### config.mk
export PLATFORM = sky130hd
export DESIGN_NAME = keypad_scanner
export DESIGN_NICKNAME = d
export VERILOG_FILES = /design/src/rtl/keypad_pkg.sv /design/src/rtl/scan_tick_gen.sv /design/src/rtl/keypad_scanner.sv
export SDC_FILE = /design/constraint.sdc
export NUM_CORES = 1
export LEC_CHECK = 0
export ABC_AREA = 1
export CAP_MARGIN = 20
export CORE_UTILIZATION = 40
export DETAILED_ROUTE_END_ITERATION = 8
export GPL_TIMING_DRIVEN = 0
export HOLD_SLACK_MARGIN = 0.02
export PLACE_DENSITY = 0.59
export SYNTH_ARGS = -nofsm -noshare
export SYNTH_HDL_FRONTEND = slang
export SYNTH_SLANG_ARGS = --single-unit
export TNS_END_PERCENT = 10
### constraint.sdc
create_clock -name clock -period 2.1 [get_ports clock]
set_clock_uncertainty 0.2 [all_clocks]
set_input_delay 0.315 -clock clock [delete_from_list [all_inputs] [get_ports clock]]
set_output_delay 0.315 -clock clock [all_outputs]
set_load 0.01 [all_outputs]
### src/rtl/keypad_pkg.sv
// Shared types and constants for the 4x4 matrix keypad scanner.
package keypad_pkg;

    localparam int NUM_ROWS = 4;
    localparam int NUM_COLS = 4;

    typedef enum logic [1:0] {
        ST_SCAN,
        ST_DEBOUNCE,
        ST_PRESSED,
        ST_RELEASE
    } state_e;

    localparam logic [3:0] COL0     = 4'b1110;
    localparam logic [3:0] COL1     = 4'b1101;
    localparam logic [3:0] COL2     = 4'b1011;
    localparam logic [3:0] COL3     = 4'b0111;
    localparam logic [3:0] COL_IDLE = 4'b1111;

    // Lowest-numbered active-low row wins when several rows read low.
    function automatic logic [1:0] first_low(input logic [3:0] r);
        if (!r[0]) return 2'd0;
        else if (!r[1]) return 2'd1;
        else if (!r[2]) return 2'd2;
        return 2'd3;
    endfunction

    function automatic logic [3:0] col_drive(input logic [1:0] idx);
        case (idx)
            2'd0:    return COL0;
            2'd1:    return COL1;
            2'd2:    return COL2;
            default: return COL3;
        endcase
    endfunction

endpackage

### src/rtl/scan_tick_gen.sv
// Resettable, enable-gated prescaler: one-cycle tick at the terminal count of 0..SCAN_TICKS-1.
module scan_tick_gen #(
    parameter int SCAN_TICKS = 16384
) (
    input  logic clock,
    input  logic reset_n,
    input  logic enable,
    output logic tick
);

    localparam int CW = (SCAN_TICKS > 1) ? $clog2(SCAN_TICKS) : 1;
    localparam logic [CW-1:0] TERM = CW'(SCAN_TICKS - 1);

    logic [CW-1:0] cnt_q, cnt_d;

    always_comb begin
        cnt_d = cnt_q;
        if (!enable)
            cnt_d = '0;
        else if (cnt_q == TERM)
            cnt_d = '0;
        else
            cnt_d = cnt_q + 1'b1;
    end

    always_ff @(posedge clock or negedge reset_n) begin
        if (!reset_n)
            cnt_q <= '0;
        else
            cnt_q <= cnt_d;
    end

    // Gating with enable lets a same-cycle disable suppress the tick.
    assign tick = enable && (cnt_q == TERM);

endmodule

### src/rtl/keypad_scanner.sv
// 4x4 keypad scanner: rotates an active-low column, debounces press and release, one code per press.
module keypad_scanner
    import keypad_pkg::*;
#(
    parameter int SCAN_TICKS = 16384,
    parameter int DEBOUNCE   = 4
) (
    input  logic                clock,
    input  logic                reset_n,
    input  logic                enable,
    input  logic [NUM_ROWS-1:0] row,
    output logic [NUM_COLS-1:0] col,
    output logic [3:0]          key_code,
    output logic                key_valid,
    output logic                key_down
);

    localparam logic [3:0] DB_MAX = 4'(DEBOUNCE);

    logic [3:0] row_meta_q, row_s_q;
    logic       tick;
    state_e     state_q, state_d;
    logic [1:0] col_idx_q, col_idx_d;
    logic       idle_q, idle_d;
    logic [1:0] row_idx_q, row_idx_d;
    logic [3:0] db_cnt_q, db_cnt_d;
    logic [3:0] code_q, code_d;
    logic       valid_q, valid_d;
    logic       down_q, down_d;
    logic       cand;
    logic [3:0] db_inc;

    scan_tick_gen #(.SCAN_TICKS(SCAN_TICKS)) u_tick (
        .clock   (clock),
        .reset_n (reset_n),
        .enable  (enable),
        .tick    (tick)
    );

    always_ff @(posedge clock or negedge reset_n) begin
        if (!reset_n) begin
            row_meta_q <= 4'hF;
            row_s_q    <= 4'hF;
        end else begin
            row_meta_q <= row;
            row_s_q    <= row_meta_q;
        end
    end

    // Only the latched candidate row is watched once a press is in progress.
    assign cand   = row_s_q[row_idx_q];
    assign db_inc = db_cnt_q + 4'd1;

    always_comb begin
        state_d   = state_q;
        col_idx_d = col_idx_q;
        idle_d    = idle_q;
        row_idx_d = row_idx_q;
        db_cnt_d  = db_cnt_q;
        code_d    = code_q;
        valid_d   = 1'b0;
        down_d    = down_q;
        if (!enable) begin
            state_d   = ST_SCAN;
            col_idx_d = 2'd0;
            idle_d    = 1'b1;
            db_cnt_d  = 4'd0;
            down_d    = 1'b0;
        end else begin
            idle_d = 1'b0;
            if (tick) begin
                case (state_q)
                    ST_SCAN: begin
                        if (row_s_q == 4'hF) begin
                            col_idx_d = col_idx_q + 2'd1;
                        end else begin
                            row_idx_d = first_low(row_s_q);
                            db_cnt_d  = 4'd1;
                            state_d   = ST_DEBOUNCE;
                        end
                    end
                    ST_DEBOUNCE: begin
                        if (!cand) begin
                            db_cnt_d = db_inc;
                            if (db_inc == DB_MAX) begin
                                code_d  = {row_idx_q, col_idx_q};
                                valid_d = 1'b1;
                                down_d  = 1'b1;
                                state_d = ST_PRESSED;
                            end
                        end else begin
                            state_d   = ST_SCAN;
                            col_idx_d = col_idx_q + 2'd1;
                        end
                    end
                    ST_PRESSED: begin
                        if (cand) begin
                            db_cnt_d = 4'd1;
                            state_d  = ST_RELEASE;
                        end
                    end
                    ST_RELEASE: begin
                        if (cand) begin
                            db_cnt_d = db_inc;
                            if (db_inc == DB_MAX) begin
                                down_d    = 1'b0;
                                state_d   = ST_SCAN;
                                col_idx_d = col_idx_q + 2'd1;
                            end
                        end else begin
                            state_d = ST_PRESSED;
                        end
                    end
                    default: state_d = ST_SCAN;
                endcase
            end
        end
    end

    always_ff @(posedge clock or negedge reset_n) begin
        if (!reset_n) begin
            state_q   <= ST_SCAN;
            col_idx_q <= 2'd0;
            idle_q    <= 1'b0;
            row_idx_q <= 2'd0;
            db_cnt_q  <= 4'd0;
            code_q    <= 4'd0;
            valid_q   <= 1'b0;
            down_q    <= 1'b0;
        end else begin
            state_q   <= state_d;
            col_idx_q <= col_idx_d;
            idle_q    <= idle_d;
            row_idx_q <= row_idx_d;
            db_cnt_q  <= db_cnt_d;
            code_q    <= code_d;
            valid_q   <= valid_d;
            down_q    <= down_d;
        end
    end

    assign col       = idle_q ? COL_IDLE : col_drive(col_idx_q);
    assign key_code  = code_q;
    assign key_valid = valid_q;
    assign key_down  = down_q;

endmodule
==> results.md <==
* Run status: completed
* Sort of element at the end of the critical path: primary output
* Post-route worst hold slack at 0.147 ns
* Core Area at 4820 µm²
* Insertion delay of the later-clocked pin in the worst-skew pair at 0.29 ns
* Layout area overhead at 18.2%
* Buffers added on ports at 15
* Wire length of the first global-routing pass at 6.22 mm
* Buffer type at the clock tree root: clkbuf_8
* Routed via count divided by cell count at 4.44
* Total wire length at 3.53 mm
* Detailed Route Iter0 Violations at 68
* Synthesized netlist net count at 253
* Initial antenna violation count at 0
* Met1 Use GR at 0.214
* Via count at 1,470
* Footprint of the multi-input gates at 918 µm²
* Cell area after synthesis at 2040 µm²
* Number of standard cells after synthesis at 239
* Endpoint arrival time on the critical path at 1.49 ns
* Maximum clock path buffer count at 2
* Mean cell area of the mapped netlist at 8.55 µm²
* Met2 track utilization from global routing at 0.221
* CTS clock-pin slew for the worst setup and hold paths at 0.08 ns
* Worst r2r path cells at 9
* Cell area power density at 743 nW/µm²
* Slew @ Worst Pin at 0.845 ns
* Number of cells in the finished layout apart from fillers at 331
* Worst max-slew margin expressed relative to the limit at 0.437
* All-layer global routing usage at 0.153
* Total number of H-tree levels at 2
* Met3 layer usage reported by global route at 0.0343
* TritonCTS clock tree: done
* Area occupied by registers at 986 µm²
* Worst endpoint required time at 1.58 ns
* Register bit count reported by yosys at 39
* Most common cell after layout, fill and taps aside: nand2_1
* Synthesis Warnings at 0
* Number of inserted diodes at 0
* Worst hold path depth at 3
* TritonCTS Buffers at 5
* Chip Width at 73.5 µm
* Number of global-route vias before repair at 1,392
* Number of cells after detailed placement at 321
* Grt peak-use layer: met2
* Unique cell type count in the Yosys netlist at 34
* # Max-Cap Violations at 0
* Fin nets at 277
* Final Cycle Share at 0.954
* Die boundary height at 73.5 µm
* Overall die area at 5400 µm²
* WS Path Type: flip-flop to primary output
* Clock period minus final worst setup slack at 2.00 ns
* Detailed-routing iteration count for the pre-antenna-repair pass at 4
* Setup repair after global routing missed its margin: false
* Crit path max fanout at 4
* Initial core utilization at 0.424
* Gp weighted congestion at 0.753
* Fill cell total of the finished layout at 510
* Worst Hold Class: input pin to flip-flop
* Hold violation total from the final report at 0
* Leakage component of the power at 0.00115 µW
* Number of rows created at floorplan at 25
* Startpoint types: flip-flop
* Final slew viol count at 0
* Clk sink count at 39
* Post-DRT Antenna Nets at 0
* I/O pin cnt at 17
* Overflow left after global routing at 0
* Total DRC errors in the routed layout at 0
* Maximum number of pins on one net before global-route repair at 40
* Maximum operating frequency at 499 MHz
* HPWL after detailed placement at 2.54 mm
* Commonest cells after routing, fill and taps aside: nand2_1, dfrtp_1, inv_1
* Proportion of synthesized chip area in sequential cells at 0.482
* Final setup violation count at 0
* Max rail drop VDD at 451 µV
* Layout cells sized above 1 at 0.189
* DR WL/cell at 10.6 µm
-- flip-flops by register name (all words and copies together), names as in the netlist --
register	cells
row_idx_q	2
idle_q	1
row_meta_q	4
key_valid	1
key_code	4
db_cnt_q	4
col_idx_q	2
u_tick.cnt_q	14
state_q	2
key_down	1
row_s_q	4
-- per-layer routing --
metal,part of all wire,wire [µm],vias up
met5,0,0,-
met4,0.016,58,0
met3,0.036,127,5
met2,0.41,1450,23
met1,0.54,1890,648
li1,-,-,794
-- report_power, final --
group,internal (µW),switching (µW)
Sequential,804,53.5
Combinational,119,175
Clock,384,258
-- cell type report --
cell class,count,area share
Buffer,1,0.00311
Clock buffer,6,0.0342
Clock inverter,2,0.0145
Inverter,35,0.0549
Multi-Input combinational cell,164,0.380
Sequential cell,39,0.408
Tap cell,67,0.0347
Timing Repair Buffer,17,0.0704
-- worst paths after layout --
path / start / end / slack, ns
min in group asynchronous: reset_n / u_tick.cnt_q[10] / 0.46
worst min-delay path: enable / u_tick.cnt_q[12] / 0.15
max in group asynchronous: reset_n / row_idx_q[0] / 0.71
worst min register to register: row_meta_q[1] / row_s_q[1] / 0.16
worst max register to register: db_cnt_q[0] / key_code[2] / 0.28
worst max-delay path: col_idx_q[0] / col[3] / 0.1
-- stage by stage --
step	setup WS, ns	utilization	power [µW]	cell area, µm²	TNS [ns]
floorplan	0.449	-	1050	2040	0
global placement	-0.432	0.473	1160	2280	-13.74
detailed placement	0.278	0.472	1160	2270	0
CTS	0.0174	0.500	1830	2410	0
global route	0.0355	0.502	1900	2420	0
finish	0.0970	0.502	1790	2420	0
-- logic make-up after synthesis --
group,share of synthesized area
and+or+nand+nor,0.344
adders and majority gates,0.0428
buffers and inverters,0.0685
AOI/OAI and AO/OA,0.0496
DFF,0.482
xor gates and xnor gates,0.0129
-- worst max-delay path, stage by stage, from the launching register on --
cell and delay, ns:
dfrtp_1 0.42, ha_1 0.21, nand2_1 0.06, clkdlybuf4s50_1 0.52
-- timing repair --
| item | 4_1_cts | 5_1_grt |
|---|---|---|
| endpoints found under the setup margin | 2 | 3 |
| setup buffers | 1 | 0 |
| hold buffers | 1 | 0 |
| resized for setup | 0 | 3 |
| hold endpoints to repair | 31 | 0 |
-- synth_stat cells --
cell type  instances  share of area
nand2_1           63           0.12
dfrtp_1           31           0.38
inv_1             28          0.051
nor2_1            23          0.042
nand3_1           16          0.039
dfstp_2            8           0.10
ha_1               7          0.043
nand2_2            7          0.021
o21ai_1            6          0.015
a21oi_1            5          0.012
inv_2              5         0.0092
nor2_2             5          0.015
nor3_1             5          0.012
nand2_4            3          0.017
nand3_2            3          0.015
o21ai_0            3         0.0073
nand4_1            2         0.0061
nor3b_1            2         0.0073
xnor2_1            2         0.0086
a211oi_1           1         0.0037
and2_1             1         0.0031
buf_4              1         0.0037
clkinv_1           1         0.0018
clkinv_2           1         0.0024
nand2_8            1         0.0098
nand3_4            1         0.0086
nand3b_1           1         0.0037
nor2_4             1         0.0055
nor2_8             1         0.0098
nor3_2             1         0.0049
nor3_4             1         0.0080
o211ai_1           1         0.0037
o21ai_4            1         0.0080
xor2_1             1         0.0043
(Power assumes the default switching activity.)
